### config.mk
export PLATFORM = sky130hd
export DESIGN_NAME = inst_mem_loader
export DESIGN_NICKNAME = d
export VERILOG_FILES = /design/src/rtl/inst_mem_loader.sv
export SDC_FILE = /design/constraint.sdc
export NUM_CORES = 1
export LEC_CHECK = 0
export ABC_AREA = 1
export ABC_CLOCK_PERIOD_IN_PS = 2000
export CORE_MARGIN = 2
export CORE_UTILIZATION = 35
export CTS_CLUSTER_SIZE = 30
export DETAILED_ROUTE_END_ITERATION = 16
export GPL_ROUTABILITY_DRIVEN = 0
export HOLD_SLACK_MARGIN = 0.08
export PLACE_DENSITY_LB_ADDON = 0.05
export SETUP_SLACK_MARGIN = 0.2
export SYNTH_ARGS = -nofsm -noshare
export SYNTH_HDL_FRONTEND = slang
export SYNTH_SLANG_ARGS = --single-unit
export TNS_END_PERCENT = 5
### constraint.sdc
create_clock -name clk -period 2 [get_ports clk]
set_input_delay 0.3 -clock clk [delete_from_list [all_inputs] [get_ports clk]]
set_output_delay 0.3 -clock clk [all_outputs]
set_load 0.01 [all_outputs]
### src/rtl/inst_mem_loader.sv
// inst_mem_loader: streams a length-prefixed program from a byte source into instruction memory (checksum trailer enabled by INST_MEM_LOADER_CHECKSUM_EN)
module inst_mem_loader #(
  parameter int          ADDR_W         = 15,
  parameter int unsigned TIMEOUT_CYCLES = 1000000
) (
  input  logic              clk,
  input  logic              rst,
  input  logic              rx_valid,
  input  logic [7:0]        rx_data,
  output logic              mem_we,
  output logic [ADDR_W-1:0] mem_addr,
  output logic [31:0]       mem_wdata,
  output logic              core_stall,
  output logic              load_done,
  output logic              load_err
);
`ifdef INST_MEM_LOADER_CHECKSUM_EN
  typedef enum logic [2:0] {IDLE, LEN, DATA, CHK, DONE, ERR} state_t;
`else
  typedef enum logic [2:0] {IDLE, LEN, DATA, DONE, ERR} state_t;
`endif
  localparam int WL = ADDR_W + 1;
  state_t          r_state, w_nx;
  logic [31:0]     r_sr, r_gap;
  logic [1:0]      r_bcnt;
  logic [ADDR_W:0] r_wleft;
  logic [ADDR_W-1:0] r_addr;
  logic [31:0]     r_wdata;
  logic            r_we;
  logic [31:0]     w_word;
  logic            w_byte4, w_len_bad, w_last, w_active, w_timeout;
  assign w_word    = {rx_data, r_sr[31:8]};
  assign w_byte4   = rx_valid && r_bcnt == 2'd3;
  assign w_len_bad = w_word == 32'd0 || {1'b0, w_word} > (33'd1 << ADDR_W);
  assign w_last    = r_we && r_wleft == '0;
`ifdef INST_MEM_LOADER_CHECKSUM_EN
  logic [7:0] r_sum;
  logic       w_sum_ok;
  assign w_sum_ok = rx_data == r_sum;
  assign w_active = r_state == LEN || r_state == DATA || r_state == CHK;
`else
  assign w_active = r_state == LEN || r_state == DATA;
`endif
  assign w_timeout  = TIMEOUT_CYCLES != 0 && w_active && !rx_valid && r_gap == 32'(TIMEOUT_CYCLES - 1);
  assign mem_we     = r_we;
  assign mem_addr   = r_addr;
  assign mem_wdata  = r_wdata;
  assign core_stall = r_state != DONE;
  assign load_done  = r_state == DONE;
  assign load_err   = r_state == ERR;
  // state register
  always_ff @(posedge clk) r_state <= rst ? IDLE : w_nx;
  // next-state: length check, word completion, optional checksum, byte-gap timeout
  always_comb begin
    w_nx = r_state;
    case (r_state)
      IDLE: w_nx = rx_valid ? LEN : IDLE;
      LEN:  w_nx = w_byte4 ? (w_len_bad ? ERR : DATA) : LEN;
`ifdef INST_MEM_LOADER_CHECKSUM_EN
      DATA: w_nx = w_last ? (rx_valid ? (w_sum_ok ? DONE : ERR) : CHK) : DATA;
      CHK:  w_nx = rx_valid ? (w_sum_ok ? DONE : ERR) : CHK;
`else
      DATA: w_nx = w_last ? DONE : DATA;
`endif
      default: w_nx = r_state;
    endcase
    if (w_timeout && w_nx == r_state) w_nx = ERR;
  end
  // datapath: byte assembly, word writes, address/remaining counters, gap counter
  always_ff @(posedge clk) begin
    if (rst) begin
      r_sr    <= '0;
      r_bcnt  <= '0;
      r_wleft <= '0;
      r_addr  <= '0;
      r_wdata <= '0;
      r_we    <= 1'b0;
      r_gap   <= '0;
    end else begin
      r_we  <= r_state == DATA && w_byte4;
      r_gap <= (rx_valid || !w_active) ? 32'd0 : r_gap + 32'd1;
      if (rx_valid && (r_state == IDLE || r_state == LEN || r_state == DATA)) begin
        r_sr   <= w_word;
        r_bcnt <= r_bcnt + 2'd1;
      end
      if (r_state == LEN && w_byte4) r_wleft <= w_word[ADDR_W:0];
      if (r_state == DATA && w_byte4) begin
        r_wdata <= w_word;
        r_wleft <= r_wleft - WL'(1);
      end
      if (r_we && r_wleft != '0) r_addr <= r_addr + ADDR_W'(1);
    end
  end
`ifdef INST_MEM_LOADER_CHECKSUM_EN
  // running modulo-256 sum of every data byte
  always_ff @(posedge clk) r_sum <= rst ? 8'd0 : (r_state == DATA && rx_valid) ? r_sum + rx_data : r_sum;
`endif
endmodule

Word-level counts from Yosys, hierarchy flattened
Cells that the tools add are included.

word-level totals
  flip-flop bits (word level) = 133
  output and inout bits = 51
  logic and storage cells = 53

cells by class
  add/sub/neg operators = 4
  magnitude comparators = 1
  equal/unequal tests = 8
  mux-type cells = 8
  reductions and logical operators = 23

operators with widths
  cell                                                             count
  adder 32 x 1 -> 32 bit, second input constant                    1
  equality test 32 x 20 -> 1 bit, second input constant            1
  greater-than comparator 32 x 16 -> 1 bit, second input constant  1
  zero test 32 bit                                                 1
  two-way mux 16 bit                                               2
  zero test 16 bit                                                 1
  nonzero test 16 bit                                              1
  subtractor 16 x 1 -> 16 bit, second input constant               1
  adder 15 x 1 -> 15 bit, second input constant                    1
  logical AND 1 bit                                                9
  two-way mux 3 bit                                                3
  case mux 3 bit (3 select lines)                                  1
  equality test 3 x 2 -> 1 bit, second input constant              2
  logical OR 1 bit                                                 5
  OR reduction 2 bit                                               2
  equality test 3 x 1 -> 1 bit, second input constant              1
  equality test 3 bit                                              1
  equality test 3 bit, second input constant                       1
  zero test 3 bit                                                  1
  inequality test 3 x 2 -> 1 bit, second input constant            1
  adder 2 x 1 -> 2 bit, second input constant                      1
  equality test 2 bit, second input constant                       1
  zero test 1 bit                                                  2
  two-way mux 1 bit                                                2
  nonzero test 2 bit                                               1

Logic depth before layout (Yosys ltp)
  depth after elaboration = 8
  depth in mapped cells = 11
  mapped depth without buffers = 11

Worst setup path before layout
No wires, ideal clock.

  path kind = register to register
  start point = register r_gap[0]
  end point = register r_state[1]
  library setup time = 0.112 ns
  arrival time = 1.342 ns
  setup slack = 0.546 ns
  stages on the path, launching flop included = 11
  cell sequence = dfxtp_1 ha_1 nand2_2 nor2_8 nand2_4 nor2_2 nand3_1 nor2_1 nand2_1 nand2_1 nor2_1

on the way
  longest elaborated chain between the ends = 4

ends and longest elaborated chain
  what                            RTL line  RTL
  start: declaration              24        logic [31:0] r_sr, r_gap;
  start signal: assignment        81        r_gap <= (rx_valid || !w_active) ? 32'd0 : r_gap + 32'd1;
  equality test 32 x 20 -> 1 bit  44        assign w_timeout = TIMEOUT_CYCLES != 0 && w_active && !rx_valid && r_gap == 32'(TIMEOUT_CYCLES - 1);
  logical AND 1 bit               44
  logical AND 1 bit               67        if (w_timeout && w_nx == r_state) w_nx = ERR;
  OR reduction 2 bit (no line)    -
  end signal: assignment          52        always_ff @(posedge clk) r_state <= rst ? IDLE : w_nx;
  end: declaration                23        state_t r_state, w_nx;

No other way between the ends.
A chain may end at the register's enable or synchronous reset.

Worst setup path in the final report
  start point = register r_wleft[0]
  end point = register r_addr[2] (netlist: mem_addr[2])

on the way
  longest elaborated chain between the ends = 2

ends and longest elaborated chain
  what                      RTL line  RTL
  start: declaration        26        logic [ADDR_W:0] r_wleft;
  start signal: assignment  86        if (r_state == LEN && w_byte4) r_wleft <= w_word[ADDR_W:0];
  start signal: assignment  89        r_wleft <= r_wleft - WL'(1);
  nonzero test 16 bit       91        if (r_we && r_wleft != '0) r_addr <= r_addr + ADDR_W'(1);
  logical AND 1 bit         91
  end signal: assignment    91
  end: declaration          27        logic [ADDR_W-1:0] r_addr;

No other way between the ends.

==> flow_summary.toml <==
[floorplanning]
die_h_microns = 136
start_util = 0.355
rows = 48
core_area_sq_um = 17100
die_w_microns = 136
die_area_sq_um = 18400
ioPinCount = 62

[yosys]
syn_avg_cell_area_sq_um = 6.88
synth.distinct_cells = 40
synth_edf_count = 0
synth_ff_type = "dfxtp_1"
ys_async_sr_fraction = 0
syn-num-nets = 897
ys_seq_area_frac = 0.412
post_synth_instance_area_sq_um = 6070
syn_inst = 882
yosys_warnings = 0
synth.ff_latch_count = 125

[timing]
hold_violations = 0
fin_hold_ws_ns = 0.467
slew_headroom = 0.713
tightestPinTransition_ns = 0.428
fin_crit_sh = 0.901
finClkSkew_ns = 0.0102
setup_viol = 0
rsz0062_at_grt = "true"
slew_viol_final = 0
final.setup.tns_ns = 0
max_freq_mhz = 555
timing.final.crit_period_ns = 1.80

[final_layout]
multi_input_area_sq_um = 3080
nets = 960
n_antenna_cell = 0
drive_above_1_share = 0.0981
post-route-util = 0.444
final_cell_mix = "nand2_1, dfxtp_1, a21oi_1, nor2_1, inv_1"
design_area_sq_um = 7600
area_growth_pct = 25.2
fill_cells = 1772
register_area_sq_um = 2510
final_common_cell = "nand2_1"

[grt]
first_global_vias = 5585
antenna_found_initial = 0
grt_max_degree = 54
grt-ovfl-total = 0
grtUsageTotal = 0.194
grt_pass1_wl_mm = 28.0

[pwr]
p_sw_w = 0.00151
p_sw_frac = 0.252
power_leakage_nw = 2.79
irDropWorstVdd_mv = 0.562
power_density_nw_per_um2 = 792
pwr-share-comb = 0.043
p_int_w = 0.00450
seq_power_share = 0.427
p_clk_frac = 0.530

[placement]
place_area_sq_um = 6970
portBuffers = 61
dp_hpwl_mm = 12.4

[worst_setup_path]
cp-end-kind = "flip-flop"
crit_top_cell = "nand2_1"
crit_arrival_ns = 2.11
critPathSlowestCell = "dfxtp_1"
startpoint_type = "flip-flop"
cpPeakStageDelay_ns = 0.36
path_buf_inv = 2
worstPathMaxFanout = 14
crit_type = "reg2reg"
path_cells = "inv_1 > ha_1 > nand2_1 > nor2_1 > nand2_1 > nand2_2 > inv_2 > nand3_1 > and3_1"
path_delay_family = "simple AND/OR/NAND/NOR gates"
cp.required_ns = 2.31

[drt]
drc = 0
drtIter0Drc = 321
first_pass_iters = 5
antenna_left = 0
viasPerCell = 4.92
vias = 5824
avgRoutedWirePerCell_microns = 14.4
drt-total-wl_mm = 17.1

[clock_network]
clock_path_buffers = 2
cts_root_buf = "clkbuf_16"
clock_latency_ns = 0.42
cts_setup_buffers = 0
cts_tree = "built"
h-tree-depth = 4
cts_sinks = 125
clk_pin_slew_ns = 0.07
cts_inserted_buffers = 17

[status]
outcome = "finished clean"

[run]
cap_violations = 0

[min_path]
hp-class = "in2reg"
flip-flops by register name, summed over array words and instances, names as in the netlist:
name	cells
r_state	3
r_bcnt	2
mem_wdata	32
mem_we	1
r_wleft	16
mem_addr	15
r_gap	32
r_sr	24
through the flow:
step / std cells / total power, W / worst slack (ns)
2_1_floorplan: 882 / 0.00278 / 0.546
3_3_place_gp: 1151 / 0.00288 / 0.0575
3_5_place_dp: 1151 / 0.00288 / 0.0361
4_1_cts: 1183 / 0.00607 / 0.0397
5_1_grt: 1183 / 0.00623 / 0.0464
6_report: 1183 / 0.00602 / 0.199
layout make-up:
type,count,area share
tap,225,0.0371
sequential,125,0.330
clock inverter,15,0.0229
inverter,92,0.0455
multi-input combinational,634,0.405
clock buffer,17,0.0560
timing repair buffer,75,0.103
cells by family (layout without fill, tap and decap cells):
logic type	after synthesis	count (layout)	share of synthesized area
and+or+nand+nor	418	418	0.310
AOI/OAI and AO/OA	201	201	0.170
DFF	125	125	0.412
buffers and inverters	123	199	0.0835
xor gates and xnor gates	11	11	0.0159
adders and majority gates	4	4	0.00825
what timing repair did:
item / in CTS / in global routing
setup endpoints to repair: 7 / 66
resized for setup: 4 / 9
pin swaps: 0 / 1
hold buffers: 0 / 0
worst min-delay path, cell delays in order:
cell and delay, ns:
clkdlybuf4s50_1 0.39, inv_1 0.09, a21oi_1 0.06
cell usage after synthesis (5+ instances only):
library cell | n | area (sq um)
a21oi_1 | 109 | 546
buf_2 | 11 | 55.1
clkbuf_1 | 14 | 52.6
dfxtp_1 | 125 | 2500
inv_1 | 81 | 304
inv_2 | 11 | 41.3
nand2_1 | 198 | 743
nand3_1 | 44 | 220
nand3b_1 | 7 | 52.6
nand4_1 | 15 | 93.8
nor2_1 | 110 | 413
nor2_2 | 10 | 62.6
nor3_1 | 8 | 40.0
nor3_2 | 5 | 50.1
o21ai_0 | 68 | 340
o21ai_1 | 14 | 70.1
xnor2_1 | 6 | 52.6
xor2_1 | 5 | 43.8
path summary, 6_finish.rpt:
check | depth (start not counted) | slack, ns | end | start
setup reg to reg | 9 | 0.20 | mem_addr[2] | r_wleft[0]
hold reg to reg | 1 | 0.47 | r_bcnt[0] | r_bcnt[0]
hold / removal | 3 | 0.47 | mem_wdata[26] | rx_data[2]
setup / recovery | 9 | 0.20 | mem_addr[2] | r_wleft[0]
per-layer routing:
metal / up-vias / global-route usage / share of wire
met4: 0 / 0.0689 / 0.020
met2: 120 / 0.333 / 0.50
met1: 2674 / 0.237 / 0.45
li1: 3004 / - / -
met3: 26 / 0.0464 / 0.034
met5: - / 0 / 0
power groups by stage:
| stage | Combinational, W | Clock, W | Sequential, W |
|---|---|---|---|
| floorplan | 0.000172 | 0 | 0.00261 |
| global placement | 0.000257 | 0 | 0.00262 |
| CTS | 0.000262 | 0.00324 | 0.00257 |
| global route | 0.000298 | 0.00336 | 0.00257 |
| detailed placement | 0.000261 | 0 | 0.00262 |
| finish | 0.000261 | 0.00319 | 0.00257 |
(Power assumes the default switching activity.)
